### config.mk
export PLATFORM = sky130hd
export DESIGN_NAME = seq_chunk_adder
export DESIGN_NICKNAME = d
export VERILOG_FILES = /design/src/rtl/seq_chunk_adder_pkg.sv /design/src/rtl/seq_chunk_adder_chunk_adder.sv /design/src/rtl/seq_chunk_adder.sv
export SDC_FILE = /design/constraint.sdc
export NUM_CORES = 1
export LEC_CHECK = 0
export ABC_AREA = 1
export CAP_MARGIN = 10
export CORE_UTILIZATION = 45
export DETAILED_ROUTE_END_ITERATION = 7
export PLACE_DENSITY = 0.75
export SYNTH_ARGS = -nofsm -noshare
export SYNTH_HDL_FRONTEND = slang
export SYNTH_SLANG_ARGS = --single-unit
### constraint.sdc
create_clock -name clk -period 2.7 [get_ports clk]
set_input_delay 0.27 -clock clk [delete_from_list [all_inputs] [get_ports clk]]
set_output_delay 0.27 -clock clk [all_outputs]
set_load 0.02 [all_outputs]
### src/rtl/seq_chunk_adder_pkg.sv
// ============================================================================
//  Module      : seq_chunk_adder_pkg
//  Description : Shared state encoding and sizing helpers for seq_chunk_adder.
//  Revision    : 1.0 - initial release
// ============================================================================
`default_nettype none

package seq_chunk_adder_pkg;

    typedef enum logic [1:0] {
        IDLE = 2'd0,
        RUN  = 2'd1,
        DONE = 2'd2
    } state_t;

    function automatic int calc_nchunk(input int width, input int chunk);
        return width / chunk;
    endfunction

    // A single-chunk configuration still needs a 1-bit index register.
    function automatic int calc_idx_w(input int nchunk);
        return (nchunk <= 1) ? 1 : $clog2(nchunk);
    endfunction

endpackage

`default_nettype wire

### src/rtl/seq_chunk_adder_chunk_adder.sv
// ============================================================================
//  Module      : chunk_adder
//  Description : CHUNK-bit combinational adder with carry in and carry out.
//  Revision    : 1.0 - initial release
// ============================================================================
`default_nettype none

module chunk_adder #(
    parameter int CHUNK = 16
) (
    input  logic [CHUNK-1:0] a,
    input  logic [CHUNK-1:0] b,
    input  logic             cin,
    output logic [CHUNK-1:0] sum,
    output logic             cout
);

    assign {cout, sum} = {1'b0, a} + {1'b0, b} + {{CHUNK{1'b0}}, cin};

endmodule

`default_nettype wire

### src/rtl/seq_chunk_adder.sv
// ============================================================================
//  Module      : seq_chunk_adder
//  Description : Multi-cycle WIDTH-bit add/sub, one CHUNK-bit slice per clock.
//  Revision    : 1.0 - initial release
// ============================================================================
`default_nettype none

module seq_chunk_adder
    import seq_chunk_adder_pkg::*;
#(
    parameter int WIDTH = 64,
    parameter int CHUNK = 16
) (
    input  logic             clk,
    input  logic             rst,
    input  logic             in_valid,
    output logic             in_ready,
    input  logic [WIDTH-1:0] a,
    input  logic [WIDTH-1:0] b,
    input  logic             sub,
    output logic             out_valid,
    input  logic             out_ready,
    output logic [WIDTH:0]   sout,
    output logic             busy
);

    localparam int                 c_nchunk   = calc_nchunk(WIDTH, CHUNK);
    localparam int                 c_idx_w    = calc_idx_w(c_nchunk);
    localparam logic [c_idx_w-1:0] c_last_idx = c_idx_w'(c_nchunk - 1);

    generate
        if ((CHUNK < 1) || (CHUNK > WIDTH) || ((WIDTH % CHUNK) != 0)) begin : g_param_check
            $error("seq_chunk_adder: WIDTH must be a positive multiple of CHUNK");
        end
    endgenerate

    state_t             r_state;
    logic [WIDTH-1:0]   r_a;
    logic [WIDTH-1:0]   r_b;
    logic               r_sub;
    logic               r_carry;
    logic [c_idx_w-1:0] r_idx;
    logic [WIDTH:0]     r_sout;
    logic               r_in_ready;
    logic               r_out_valid;
    logic               r_busy;

    logic [31:0]        w_base;
    logic [CHUNK-1:0]   w_a_slice;
    logic [CHUNK-1:0]   w_b_slice;
    logic [CHUNK-1:0]   w_sum;
    logic               w_cout;

    assign w_base    = 32'(r_idx) * 32'(CHUNK);
    assign w_a_slice = r_a[w_base +: CHUNK];
    assign w_b_slice = r_b[w_base +: CHUNK];

    chunk_adder #(
        .CHUNK (CHUNK)
    ) u_chunk_adder (
        .a    (w_a_slice),
        .b    (w_b_slice),
        .cin  (r_carry),
        .sum  (w_sum),
        .cout (w_cout)
    );

    always_ff @(posedge clk) begin
        if (rst) begin
            r_state     <= IDLE;
            r_a         <= '0;
            r_b         <= '0;
            r_sub       <= 1'b0;
            r_carry     <= 1'b0;
            r_idx       <= '0;
            r_sout      <= '0;
            r_in_ready  <= 1'b1;
            r_out_valid <= 1'b0;
            r_busy      <= 1'b0;
        end else begin
            case (r_state)
                IDLE: begin
                    if (in_valid && r_in_ready) begin
                        // Subtraction is a + ~b + 1: invert b here and seed the carry.
                        r_a        <= a;
                        r_b        <= sub ? ~b : b;
                        r_sub      <= sub;
                        r_carry    <= sub;
                        r_idx      <= '0;
                        r_state    <= RUN;
                        r_in_ready <= 1'b0;
                        r_busy     <= 1'b1;
                    end
                end
                RUN: begin
                    r_sout[w_base +: CHUNK] <= w_sum;
                    r_carry                 <= w_cout;
                    r_idx                   <= r_idx + 1'b1;
                    if (r_idx == c_last_idx) begin
                        // Final carry-out of a + ~b + 1 is the inverse of the borrow.
                        r_sout[WIDTH] <= w_cout ^ r_sub;
                        r_state       <= DONE;
                        r_out_valid   <= 1'b1;
                    end
                end
                DONE: begin
                    if (out_ready) begin
                        r_state     <= IDLE;
                        r_out_valid <= 1'b0;
                        r_in_ready  <= 1'b1;
                        r_busy      <= 1'b0;
                    end
                end
                default: begin
                    r_state <= IDLE;
                end
            endcase
        end
    end

    assign in_ready  = r_in_ready;
    assign out_valid = r_out_valid;
    assign sout      = r_sout;
    assign busy      = r_busy;

endmodule

`default_nettype wire

==> results.sh, run 1 <==
export IMPL_run_status="complete, no violations"
export IMPL_synth_cells=1292
export IMPL_final_hold_violations=0
export IMPL_cpMostUsedCell="nand3_2"
export IMPL_maxSlewViolCount=0
export IMPL_required_ns=3.14
export IMPL_number_of_nets_with_antenna_violations_after_routing=0
export IMPL_critical_path_peak_fanout=21
export IMPL_syn_area_um2=9520
export IMPL_tightestPinTransition_ns=0.660
export IMPL_detailed_placement_wirelength_estimate_um=20100
export IMPL_floorplan_rows=52
export IMPL_finalSetupViolations=0
export IMPL_synth_top_cells_by_count="280 x nor2_1, 202 x dfxtp_1, 197 x nand2_1, 129 x o21ai_0, 76 x a21oi_1"
export IMPL_grt_antenna_before_repair=0
export IMPL_crit_path_end_kind="flip-flop"
export IMPL_drt_iter0_markers=830
export IMPL_warnings_from_yosys=0
export IMPL_floorplan_die_area_um2=21700
export IMPL_cts_sinks=202
export IMPL_start_util=0.464
export IMPL_layout_min_cycle_time_ns=2.64
export IMPL_layout_drive_gt1_share=0.116
export IMPL_synth_ff_latch_count=202
export IMPL_multiInputGateArea_um2=5210
export IMPL_synth_net_count=1449
export IMPL_sequential_share_of_the_synthesized_area=0.425
export IMPL_fin_nets=1634
export IMPL_fin_skew_ns=0.00876
export IMPL_cp_slowest_stage_delay_ns=0.39
export IMPL_layout_filler_cells=1744
export IMPL_worstSetupStartpointType="flip-flop"
export IMPL_netlist_top_cell_by_area="dfxtp_1"
export IMPL_slew_headroom=0.560
export IMPL_crit_path_cell_trace="buf_12, buf_6, o21ai_0, o22ai_2, ha_4, nand2_1, nor2_4, nand4_1, nand3_2, nand2_2, buf_4, nand3_1, nand3_2, a21oi_1"
export IMPL_synth_top_cells_by_area="dfxtp_1 42%, nor2_1 11%, nand2_1 7.8%"
export IMPL_maxCapViolCount=0
export IMPL_netlist_cell_type_count=33
export IMPL_cpLargestDelayFamily="simple AND/OR/NAND/NOR gates"
export IMPL_startpoint="r_idx[0]"
export IMPL_fin_util=0.640
export IMPL_finalPower_mw=9.10
export IMPL_largest_net_degree_at_the_start_of_global_routing=137
export IMPL_ff_latch_area_um2=4050
export IMPL_synth_avg_cell_area_um2=7.37
export IMPL_worstSkewPairLatency_ns=0.51
export IMPL_design_portCount=201
export IMPL_io_buffer_count=200
export IMPL_synth_edf_count=0
export IMPL_postSynth_topFlopCell="dfxtp_1"
export IMPL_static_leakage_power_nw=5.13
export IMPL_drt_drc_violations_left=0
export IMPL_cts_htree_levels=1
export IMPL_grt_util_all_layers=0.257
export IMPL_antenna_cells=0
export IMPL_cts_root_buffer_cell="clkbuf_16"
export IMPL_place_area_um2=11900
export IMPL_fin_setup_tns_ns=0
export IMPL_cp_arrival_ns=3.08
export IMPL_synth_most_common_cell="nor2_1"
export IMPL_worst_path_buf_inv=3
export IMPL_dieHeight_um=147
export IMPL_chipWidth_um=147
export IMPL_grt_pass1_vias=8762
export IMPL_r2r_startpoint="r_idx[0]"
export IMPL_hold_class="primary input to flip-flop"
export IMPL_coreArea_um2=20500
export IMPL_syn_to_final_growth_pct=37.8
export IMPL_vdd_ir_drop_max_v=0.000449
export IMPL_grt_setup_unrepaired="yes"
export IMPL_design_area_um2=13100
export IMPL_cts_made_buffers=22
export IMPL_routed_wirelength_um=28900
export IMPL_global_route_wire_length_before_repair_um=44700
export IMPL_powerDensity_nw_per_um2=694
export IMPL_drtPass1Iterations=5
export IMPL_fraction_of_the_cycle_the_final_worst_path_needs=0.977
export IMPL_max_clock_path_buffers=3
export IMPL_synth_top_cell_area_share=0.425
export IMPL_hold_path_startpoint="rst"
export IMPL_number_of_buffers_added_to_fix_hold_violations_after_cts=0
export IMPL_global_route_overflow_total=0
export IMPL_cts_tree="yes"
export IMPL_post_drt_via_cell_ratio=5.28
export IMPL_asyncSetResetFlopFracSynth=0
export IMPL_max_freq_mhz=379
export IMPL_vias=9308
export IMPL_timing_critical_path_slowest_stage_cell="dfxtp_4"
export IMPL_route_detailed_wl_per_inst_um=16.4
export IMPL_gp_congestion=0.888
export IMPL_worst_setup_hold_path_clk_slew_ns=0.06
export IMPL_critical_path_class="flip-flop to flip-flop"
==> metal layers <==
metal	vias to the layer above	part of all wire	routed length, µm	GRT usage
met1	4245	0.43	12300	0.334
met3	61	0.056	1620	0.0349
met4	0	0.037	1080	0.102
met2	331	0.48	13800	0.432
li1	4671	-	-	-
met5	-	0	0	0
==> worst paths after layout <==
| kind | to | slack, ns | depth (start not counted) |
|---|---|---|---|
| max | sout[64] | 0.06 | 14 |
| min | busy | 0.31 | 3 |
| max reg2reg | sout[64] | 0.06 | 14 |
| min reg2reg | sout[0] | 0.46 | 2 |
==> worst reg2reg max path, delay by kind of cell, from the launching register on <==
kind,cells,cell delay (ns)
AO/OA/AOI/OAI,3,0.59
buffers and inverters,3,0.45
AND/OR/NAND/NOR,7,0.82
flip-flops,1,0.39
adder cells (fa/ha/maj),1,0.32
==> where the power goes <==
| part | total, mW | switching (mW) | internal [mW] | leakage (nW) |
|---|---|---|---|---|
| Combinational | 2.54 | 1.47 | 1.07 | 3.09 |
| Clock | 3.19 | 1.24 | 1.95 | 0.381 |
| Sequential | 3.38 | 0.155 | 3.22 | 1.66 |
| Total | 9.10 | 2.86 | 6.24 | 5.13 |
==> repair_timing <==
action / CTS / global route
endpoints found under the setup margin: 9 / 49
buffers inserted: 1 / 6
gates resized for setup: 6 / 86
cloned: 0 / 3
pin swaps: 1 / 30
==> sequential cells by signal (all words and copies together) (netlist names) <==
name       count
r_state        2
r_carry        1
r_b           64
r_a           64
out_valid      1
sout          65
r_sub          1
r_idx          2
busy           1
in_ready       1
==> layout by cell type, fill, tap and decap left out, types with 4 or more instances in the layout <==
cell / n
clkbuf_8: 4
o22ai_1: 17
nor2_4: 5
xnor2_1: 65
clkbuf_16: 26
o21ai_1: 12
nor2_1: 275
ha_1: 14
o22ai_2: 15
buf_12: 6
o21ai_0: 116
a21oi_1: 73
clkinv_2: 5
nand3_2: 4
inv_1: 49
nand3_1: 26
dfxtp_1: 201
nand2_2: 23
nand4_1: 19
buf_4: 42
nand2_1: 176
a22oi_1: 4
a211oi_1: 65
clkdlybuf4s50_1: 198
inv_2: 4
ha_4: 6
==> kinds of logic (layout without fill, tap and decap cells) <==
family	after synthesis	count (layout)	synth area share
compound gates	310	310	0.186
xor+xnor	70	70	0.0644
fa+ha+maj	24	24	0.0331
buf+inv	146	347	0.0624
flops	202	202	0.425
simple gates	540	540	0.229
==> layout make-up <==
type                       count  area share
inverter                      55      0.0165
timing repair buffer         252       0.193
sequential                   202       0.308
tap                          270      0.0257
clock buffer                  29      0.0486
clock inverter                11      0.0106
multi-input combinational    944       0.397
==> through the flow <==
stage | hold slack (ns) | worst slack, ns | std cells
floorplan | 0.405 | 0.0509 | 1292
CTS | 0.334 | 0.00538 | 1754
global route | 0.355 | -0.0928 | 1763
global placement | 0.452 | 0.0811 | 1713
finish | 0.315 | 0.0634 | 1763
detailed placement | 0.456 | -0.0925 | 1713
(Power assumes the default switching activity.)
==> run 2, diff against run 1 <==
RECOVER_POWER = 100   (was unset)
==> results of run 2 <==
Final layout, timing and power as in run 1 (identical DEF).
==> run 3, diff against run 2 <==
CAP_MARGIN = unset   (was 10)
==> results of run 3 <==
Final layout, timing and power as in run 1 (identical DEF).
